## src/rtl/vga_pattern_gen.sv

```systemverilog
// VGA timing and test-pattern generator: pixel-tick divider, h/v counters and
// one registered output stage carrying RGB, syncs, enable and coordinates.
module vga_pattern_gen #(
  parameter int CLK_DIV    = 2,
  parameter int COLOR_BITS = 3,
  parameter int H_ACTIVE   = 640,
  parameter int H_FP       = 16,
  parameter int H_SYNC     = 96,
  parameter int H_BP       = 48,
  parameter int V_ACTIVE   = 480,
  parameter int V_FP       = 10,
  parameter int V_SYNC     = 2,
  parameter int V_BP       = 33
) (
  input  logic                      clk,
  input  logic                      reset,
  input  logic [1:0]                mode,
  input  logic [3*COLOR_BITS-1:0]   fg_color,
  output logic [3*COLOR_BITS-1:0]   RGB,
  output logic                      hsync,
  output logic                      vsync,
  output logic                      video_enable,
  output logic [9:0]                pixel_x,
  output logic [9:0]                pixel_y,
  output logic                      frame_start
);
  localparam int H_TOTAL = H_ACTIVE + H_FP + H_SYNC + H_BP;
  localparam int V_TOTAL = V_ACTIVE + V_FP + V_SYNC + V_BP;
  localparam int BW      = H_ACTIVE / 8;
  localparam int CW      = 3 * COLOR_BITS;

  localparam logic [3:0]  DIV_LAST = 4'(CLK_DIV - 1);
  localparam logic [9:0]  H_LAST   = 10'(H_TOTAL - 1);
  localparam logic [9:0]  V_LAST   = 10'(V_TOTAL - 1);
  localparam logic [9:0]  S_LAST   = 10'(H_ACTIVE - 1);
  localparam logic [10:0] H_ACT    = 11'(H_ACTIVE);
  localparam logic [10:0] V_ACT    = 11'(V_ACTIVE);
  localparam logic [10:0] HS_START = 11'(H_ACTIVE + H_FP);
  localparam logic [10:0] HS_END   = 11'(H_ACTIVE + H_FP + H_SYNC);
  localparam logic [10:0] VS_START = 11'(V_ACTIVE + V_FP);
  localparam logic [10:0] VS_END   = 11'(V_ACTIVE + V_FP + V_SYNC);

  // Bar index by comparison against multiples of the bar width.
  function automatic logic [CW-1:0] bar_rgb(input logic [10:0] x);
    logic [2:0] b;
    b = '0;
    for (int k = 1; k < 8; k++) begin
      if (x >= 11'(k * BW)) b = 3'(k);
    end
    return {{COLOR_BITS{b[2]}}, {COLOR_BITS{b[1]}}, {COLOR_BITS{b[0]}}};
  endfunction

  logic [3:0]    div_q, div_d;
  logic [9:0]    h_cnt_q, h_cnt_d;
  logic [9:0]    v_cnt_q, v_cnt_d;
  logic [9:0]    scroll_q, scroll_d;
  logic [1:0]    mode_q, mode_d;
  logic [CW-1:0] rgb_q, rgb_d;
  logic          hsync_q, hsync_d;
  logic          vsync_q, vsync_d;
  logic          video_enable_q, video_enable_d;
  logic [9:0]    pixel_x_q, pixel_x_d;
  logic [9:0]    pixel_y_q, pixel_y_d;
  logic          frame_start_q, frame_start_d;

  logic          tick;
  logic          h_wrap;
  logic          v_wrap;
  logic          frame_first;
  logic          active;
  logic [1:0]    mode_eff;
  logic [10:0]   h11;
  logic [10:0]   v11;
  logic [10:0]   x_sum;
  logic [10:0]   x_scr;
  logic [CW-1:0] pix;

  always_comb begin
    tick        = (div_q == DIV_LAST);
    h_wrap      = (h_cnt_q == H_LAST);
    v_wrap      = (v_cnt_q == V_LAST);
    frame_first = (h_cnt_q == 10'd0) && (v_cnt_q == 10'd0);
    h11         = {1'b0, h_cnt_q};
    v11         = {1'b0, v_cnt_q};
    active      = (h11 < H_ACT) && (v11 < V_ACT);

    div_d    = tick ? 4'd0 : div_q + 4'd1;
    h_cnt_d  = h_cnt_q;
    v_cnt_d  = v_cnt_q;
    scroll_d = scroll_q;
    mode_d   = mode_q;
    if (tick) begin
      h_cnt_d = h_wrap ? 10'd0 : h_cnt_q + 10'd1;
      if (h_wrap) begin
        v_cnt_d = v_wrap ? 10'd0 : v_cnt_q + 10'd1;
        if (v_wrap) scroll_d = (scroll_q == S_LAST) ? 10'd0 : scroll_q + 10'd1;
      end
      if (frame_first) mode_d = mode;
    end

    // The (0,0) pixel already uses the mode latched on that same tick.
    mode_eff = frame_first ? mode : mode_q;

    x_sum = h11 + {1'b0, scroll_q};
    x_scr = (x_sum >= H_ACT) ? x_sum - H_ACT : x_sum;

    case (mode_eff)
      2'd0:    pix = fg_color;
      2'd1:    pix = bar_rgb(h11);
      2'd2:    pix = (h_cnt_q[5] ^ v_cnt_q[5]) ? fg_color : '0;
      default: pix = bar_rgb(x_scr);
    endcase
    if (!active) pix = '0;

    rgb_d          = rgb_q;
    hsync_d        = hsync_q;
    vsync_d        = vsync_q;
    video_enable_d = video_enable_q;
    pixel_x_d      = pixel_x_q;
    pixel_y_d      = pixel_y_q;
    frame_start_d  = tick && frame_first;
    if (tick) begin
      rgb_d          = pix;
      hsync_d        = !((h11 >= HS_START) && (h11 < HS_END));
      vsync_d        = !((v11 >= VS_START) && (v11 < VS_END));
      video_enable_d = active;
      pixel_x_d      = h_cnt_q;
      pixel_y_d      = v_cnt_q;
    end
  end

  always_ff @(posedge clk) begin
    if (!reset) begin
      div_q          <= '0;
      h_cnt_q        <= '0;
      v_cnt_q        <= '0;
      scroll_q       <= '0;
      mode_q         <= '0;
      rgb_q          <= '0;
      hsync_q        <= 1'b1;
      vsync_q        <= 1'b1;
      video_enable_q <= 1'b0;
      pixel_x_q      <= '0;
      pixel_y_q      <= '0;
      frame_start_q  <= 1'b0;
    end else begin
      div_q          <= div_d;
      h_cnt_q        <= h_cnt_d;
      v_cnt_q        <= v_cnt_d;
      scroll_q       <= scroll_d;
      mode_q         <= mode_d;
      rgb_q          <= rgb_d;
      hsync_q        <= hsync_d;
      vsync_q        <= vsync_d;
      video_enable_q <= video_enable_d;
      pixel_x_q      <= pixel_x_d;
      pixel_y_q      <= pixel_y_d;
      frame_start_q  <= frame_start_d;
    end
  end

  assign RGB          = rgb_q;
  assign hsync        = hsync_q;
  assign vsync        = vsync_q;
  assign video_enable = video_enable_q;
  assign pixel_x      = pixel_x_q;
  assign pixel_y      = pixel_y_q;
  assign frame_start  = frame_start_q;

endmodule

```

## config.mk

```make
export PLATFORM = sky130hd
export DESIGN_NAME = vga_pattern_gen
export DESIGN_NICKNAME = d
export VERILOG_FILES = /design/src/rtl/vga_pattern_gen.sv
export SDC_FILE = /design/constraint.sdc
export NUM_CORES = 1
export LEC_CHECK = 0
export CAP_MARGIN = 10
export CORE_UTILIZATION = 45
export DETAILED_ROUTE_END_ITERATION = 16
export GPL_ROUTABILITY_DRIVEN = 0
export PLACE_DENSITY = 0.75
export SLEW_MARGIN = 0
export SYNTH_ARGS = -nofsm -noshare
export SYNTH_HDL_FRONTEND = slang
export SYNTH_SLANG_ARGS = --single-unit
```

## constraint.sdc

```tcl
create_clock -name clk -period 4.6 [get_ports clk]
set_clock_uncertainty 0.2 [all_clocks]
set_input_delay 0.69 -clock clk [delete_from_list [all_inputs] [get_ports clk]]
set_output_delay 0.69 -clock clk [all_outputs]
set_load 0.01 [all_outputs]
```

==> impl_metrics.toml <==
[outcome]
status = "completed"

[global_routing]
grt_overflow = 0
grt_pass1_vias = 3663
grt_max_degree = 34
antenna_found_initial = 0
grt_usage_pct = 22.03
grt_pass1_wl_mm = 17.19

[yosys]
synth_seq_cells = 69
synth_fp_nets = 538
yosysWarnings = 0
synth_top_area_cell = "dfxtp_1"
synthArstFlopShare_pct = 0
synthDistinctLibCells = 69
synth_edf_count = 0
yosys-top-cells-count = "nand2_1, dfxtp_1, nor2_1"
syn_avg_cell_area_um2 = 7.965
syn_inst = 506
synthTopCellsByArea = "dfxtp_1, nand2_1, a21oi_1, ha_1, nor2_1"
netlist_area_um2 = 4030
ys.flop_type = "dfxtp_1"
seq_area_frac_synth_pct = 34.28
synth.most_common_cell = "nand2_1"
synth_top_area_share_pct = 34.28

[drt]
via_per_inst = 5.764
vias = 3758
wirelength_mm = 9.967
post-route-drc-count = 0
first_pass_iters = 5
ant_nets = 0
wl_per_cell_um = 15.29
drt_iter0_drc = 206

[power_and_ir_drop]
powerDensity_nw_per_um2 = 281.2
irDropWorstVdd_v = 0.0001950
p_leak_nw = 1.827
power.total_mw = 1.335

[flow_run]
cap_violations = 0

[layout]
area_growth_pct = 17.79
seq_area_um2 = 1381
drive_gt1_share_pct = 6.618
nets = 572
fillers = 826
utilization_pct = 54.70
multi_input_area_um2 = 2504
stdcell_area_um2 = 4747
n_antenna_cell = 0
fin_cells = 652

[worst_setup_path]
cp_max_fo = 11
start_kind = "register"
crit_chain = "ha_1 > fa_1 > a21o_1 > a221oi_4 > mux2i_1 > nand2_2 > inv_2 > ha_1 > o31ai_4 > mux2i_1 > a221oi_4 > nor3b_2 > o22ai_2 > a22o_1"
r2r_start = "h_cnt_q[0]"
path_buf_inv = 1
critPathTopFamily = "compound AO/OA/AOI/OAI gates"
crit_start = "h_cnt_q[0]"
max_stage_delay_ns = 0.52
critical_path_required_ns = 4.65
crit_path_top_delay_cell = "o31ai_4"
crit_type = "reg2reg"
cp-end-kind = "register"
crit_arrival_ns = 4.27

[clock_network]
htreeDepth = 3
clock_tree.root_cell = "clkbuf_8"
cts_setup_buffers = 0
cts.clk_slew.worst_paths_ns = 0.08
cts_inserted_buffers = 9
cts_tree = "built"
clockBufferDepth = 2
clock_latency_ns = 0.35
clkSinkCount = 69

[floorplanning]
initial_core_util_pct = 46.44
num_io_pins = 46
die_x_um = 96.64
die-height_um = 96.64
rows = 34
dieArea_um2 = 9338
core_um2 = 8678

[placed_design]
pre_cts_slack_ns = 0.2425
place.detailed.instances = 637
port_buffers = 45
dp_hpwl_mm = 7.217
place_area_um2 = 4541

[sta]
fmax_mhz = 236.8
slew_headroom_pct = 49.66
fin_crit_sh_pct = 91.82
tightestPinTransition_ns = 0.7341
hold_ws_ns = 0.2515
final_max_slew_viol_count = 0
period_needed_ns = 4.224
setup_viol = 0
rsz0062_at_grt = "no"
tns_ns = 0
timing.final.ws_setup_ns = 0.3764
hold_viol = 0

[worst_hold_path]
min_from = "video_enable"
min_path_type = "reg2reg"
==> cells by family after synthesis <==
group                    share of synthesized area (%)
AO/OA/AOI/OAI                                    21.70
XOR/XNOR                                         7.389
flip-flops                                       34.27
AND/OR/NAND/NOR                                  24.59
multiplexers                                     1.739
adder cells (fa/ha/maj)                          6.334
buffers and inverters                            3.974
==> routing by layer <==
metal	part of all wire [%]	wire length, um	vias to the layer above	track usage (%)
met5	0	0	-	0
met4	2.0	200	0	7.577
met3	5.1	506	21	5.347
met2	50	4950	112	38.08
met1	43	4309	1770	26.59
li1	-	-	1855	-
==> cell usage in the layout, fill, tap and decap left out, types with 10 or more instances in the layout <==
cell type / count
a21oi_1: 45
clkbuf_8: 10
clkdlybuf4s50_1: 45
dfxtp_1: 69
ha_1: 18
inv_1: 11
nand2_1: 82
nand3_1: 18
nand4_1: 10
nor2_1: 57
o21ai_0: 14
xnor2_1: 13
xor2_1: 21
==> power breakdown <==
group | internal [mW] | leakage (nW) | switching [mW]
Sequential | 0.620 | 0.558 | 0.0172
Combinational | 0.0800 | 1.17 | 0.113
Clock | 0.264 | 0.0987 | 0.241
==> worst register-to-register path, cell delays in order (launching register included) <==
cell	delay, ns
dfxtp_1	0.38
ha_1	0.28
fa_1	0.45
a21o_1	0.24
a221oi_4	0.33
mux2i_1	0.18
nand2_2	0.11
inv_2	0.07
ha_1	0.27
o31ai_4	0.52
mux2i_1	0.20
a221oi_4	0.31
nor3b_2	0.26
o22ai_2	0.13
a22o_1	0.21
==> flip-flops by register name, summed over array words and instances (netlist names) <==
signal	count
h_cnt_q	10
pixel_x	10
pixel_y	10
scroll_q	10
v_cnt_q	10
RGB	9
div_q	4
mode_q	2
frame_start	1
hsync	1
video_enable	1
vsync	1
==> timing repair <==
| item | 4_1_cts | 5_1_grt |
|---|---|---|
| gates resized for setup | 0 | 1 |
| endpoints found under the hold margin | 0 | 0 |
| endpoints found under the setup margin | 0 | 9 |
| hold buffers | 0 | 0 |
==> final cells by class <==
class	instances	share of cell area (%)
Multi-Input combinational cell	398	52.74
Sequential cell	69	29.10
Timing Repair Buffer	49	10.12
Clock buffer	10	2.899
Tap cell	108	2.847
Clock inverter	5	1.265
Inverter	13	1.028
==> final timing paths <==
| check | to | slack, ns | depth (start not counted) |
|---|---|---|---|
| worst max-delay path | RGB[5] | 0.38 | 14 |
| worst min-delay path | video_enable | 0.25 | 2 |
| worst max register to register | RGB[5] | 0.38 | 14 |
| worst min register to register | video_enable | 0.25 | 2 |
Note: power is estimated with default switching activity, not from simulation.
==> variant: new RTL, same settings <==
Register the output `pixel_y` once more, without a reset; this adds one clock of latency there. The other outputs are not delayed to match.
--- a/src/rtl/vga_pattern_gen.sv
+++ b/src/rtl/vga_pattern_gen.sv
@@ -166,3 +166,5 @@
   assign pixel_x      = pixel_x_q;
-  assign pixel_y      = pixel_y_q;
+  always_ff @(posedge clk) begin
+    pixel_y <= pixel_y_q;
+  end
   assign frame_start  = frame_start_q;
Check against the original RTL: no difference found for any inputs over 10 cycles, from zero or initial values and one cycle with reset low; that may be too few to reach the edited logic, so the function may still have changed.
==> variant against the original RTL <==
  * Design area is 1.7% higher
  * Sequential cell count is 10 higher
  * Power is 2.8% higher
  * Area after synthesis is 1.9% higher
  * Setup slack worse by 0.12 ns
  * First-iteration DRC count is 21% lower
  * Combinational power is 4% lower
  * Die area is 1.9% higher
  * Routed wire length is 7.8% lower
  * Sequential share of layout area is 3.7 points higher
  * Global-route usage is 2.1 points lower
  * Largest cell class unchanged
==> variant: results (changes against the original RTL) <==
synth.top_cells.by_area: "dfxtp_1 (39%), nand2_1 (8.0%), ha_1 (5.5%)"
grt_use_total_pct: 19.9  # -2.1 points
grt_pass1_wl_um: 15500  # -10%
via_per_inst: 5.59  # -3.0%
synthAdderAreaFrac_pct: 6.49  # +0.15 points
grt_max_degree: 40  # +18%
grt_pass1_vias: 3290  # -10%
antenna_found_initial: 0  # unchanged
status: "complete, no violations"
maxSlewHeadroom_pct: 59.6  # +10 points
cts.hold.buffers_added: 0  # unchanged
dpl_worst_slack_ns: 0.0571  # -0.185 ns
ys_warn_count: 0  # unchanged
num_antenna_cells: 0  # unchanged
drtIter0Drc: 162  # -21%
arrival_ns: 4.40  # +0.13 ns
htree_num_levels: 3  # unchanged
peakVddDrop_mv: 0.251  # +29%
synth_compound_area_share_pct: 18.6  # -3.1 points
crit_fanout: 7  # -4
slowest_stage: "a211oi_1"
clock_tree.buffer_depth: 2  # unchanged
synthMuxAreaShare_pct: 1.71  # -0.033 points
numPortBuffers: 45  # unchanged
yosysSeqAreaShare_pct: 38.5  # +4.2 points
fin_crit_sh_pct: 94.4  # +2.6 points
hpwl_um: 6690  # -7.3%
synth_xor_area_share_pct: 6.82  # -0.57 points
layout.nets: 551  # -3.7%
cpLargestDelayFamily: "compound AO/OA/AOI/OAI gates"
drive_gt1_share_pct: 6.49  # -0.13 points
reg2reg_slack_ns: 0.26  # -0.12 ns
syn-num-nets: 516  # -4.1%
cts.clk_slew.worst_paths_ns: 0.09
min_path_type: "reg -> reg"
cts-buffers-inserted: 9  # unchanged
leakagePower_nw: 1.87  # +2.3%
synth-async-reset-ratio_pct: 0  # unchanged
fill_cells: 812  # -1.7%
synthTopCellsByCount: "nand2_1 (87), dfxtp_1 (79), nor2_1 (37), a21boi_0 (22), clkbuf_1 (22)"
firstDrtPassIters: 4  # -1
cts_root_buffer: "clkbuf_8"
setup_viol: 0  # unchanged
crit_path_max_incr_delay_ns: 0.46  # -0.06 ns
synth_ff_type: "dfxtp_1"
synth_cell_types: 63  # -8.7%
clock_latency_ns: 0.36
wl_um: 9190  # -7.8%
==> variant: cell count changes in the layout (fill, tap and decap cells not counted), moves of 4 or more <==
cell	unedited run	this run
a211oi_1	8	4
a21boi_0	1	22
a21o_1	7	3
a21oi_1	45	18
and2_1	5	9
and3_1	4	9
dfxtp_1	69	79
nand2_1	82	87
nand3_1	18	14
nor2_1	57	37
xor2_1	21	15
==> variant: cell type report <==
class,instances,area (µm²),area share (%)
Multi-Input combinational cell,369,2410,49.8
Sequential cell,79,1580,32.8
Timing Repair Buffer,50,488,10.1
Tap cell,108,135,2.80
Clock buffer,9,124,2.57
Clock inverter,7,55.1,1.14
Inverter,10,37.5,0.778
==> variant: layer usage <==
layer	share of wire [%]	track usage, %
met1	48	26.5
met2	45	31.5
met3	4.6	4.89
met4	1.8	6.79
met5	0	0
==> variant: worst reg2reg max path, stage by stage (launching register included) <==
cell	delay, ns
dfxtp_1	0.38
ha_1	0.25
fa_1	0.41
a211oi_1	0.46
o21ai_0	0.27
nand2_1	0.17
xor2_2	0.15
ha_1	0.29
a2111oi_2	0.46
nor3_1	0.11
a221oi_2	0.39
nor4_1	0.10
o21ai_1	0.17
o2111ai_1	0.20
a22o_1	0.24
==> variant: worst paths after layout <==
kind | startpoint | endpoint | depth (start not counted)
worst max register to register | h_cnt_q[0] | RGB[2] | 14
worst min-delay path | pixel_y_q[2] | pixel_y[2] | 0
worst max-delay path | h_cnt_q[0] | RGB[2] | 14
worst min register to register | pixel_y_q[2] | pixel_y[2] | 0
==> variant: logic make-up (layout without fill, tap and decap cells) <==
group	after synthesis	after routing
simple gates	207	207
compound gates	102	102
flops	79	79
buf+inv	36	76
xor+xnor	32	32
fa+ha+maj	21	21
mux	7	7
==> variant: metrics by stage <==
step	hold WS (ns)	utilization, %	instances	instance area (µm²)	TNS [ns]
final	0.150	55.1	632	4830	0
after global routing	0.152	55.1	632	4830	-0.00958
after CTS	0.154	54.9	632	4810	0
after detailed placement	0.136	52.9	616	4630	0
after global placement	0.134	52.9	616	4630	0
after floorplan	0.131	-	484	4110	0
==> variant: power breakdown <==
group | switching (W) | internal [W] | total (W)
combinational | 0.000106 | 0.0000804 | 0.000186
clock | 0.000266 | 0.000200 | 0.000467
sequential | 0.0000152 | 0.000704 | 0.000719
total | 0.000387 | 0.000985 | 0.00137
==> variant: timing repair <==
action | 4_1_cts | 5_1_grt
resized for setup | 0 | 3
buffers inserted | 0 | 0
setup endpoints to repair | 0 | 9
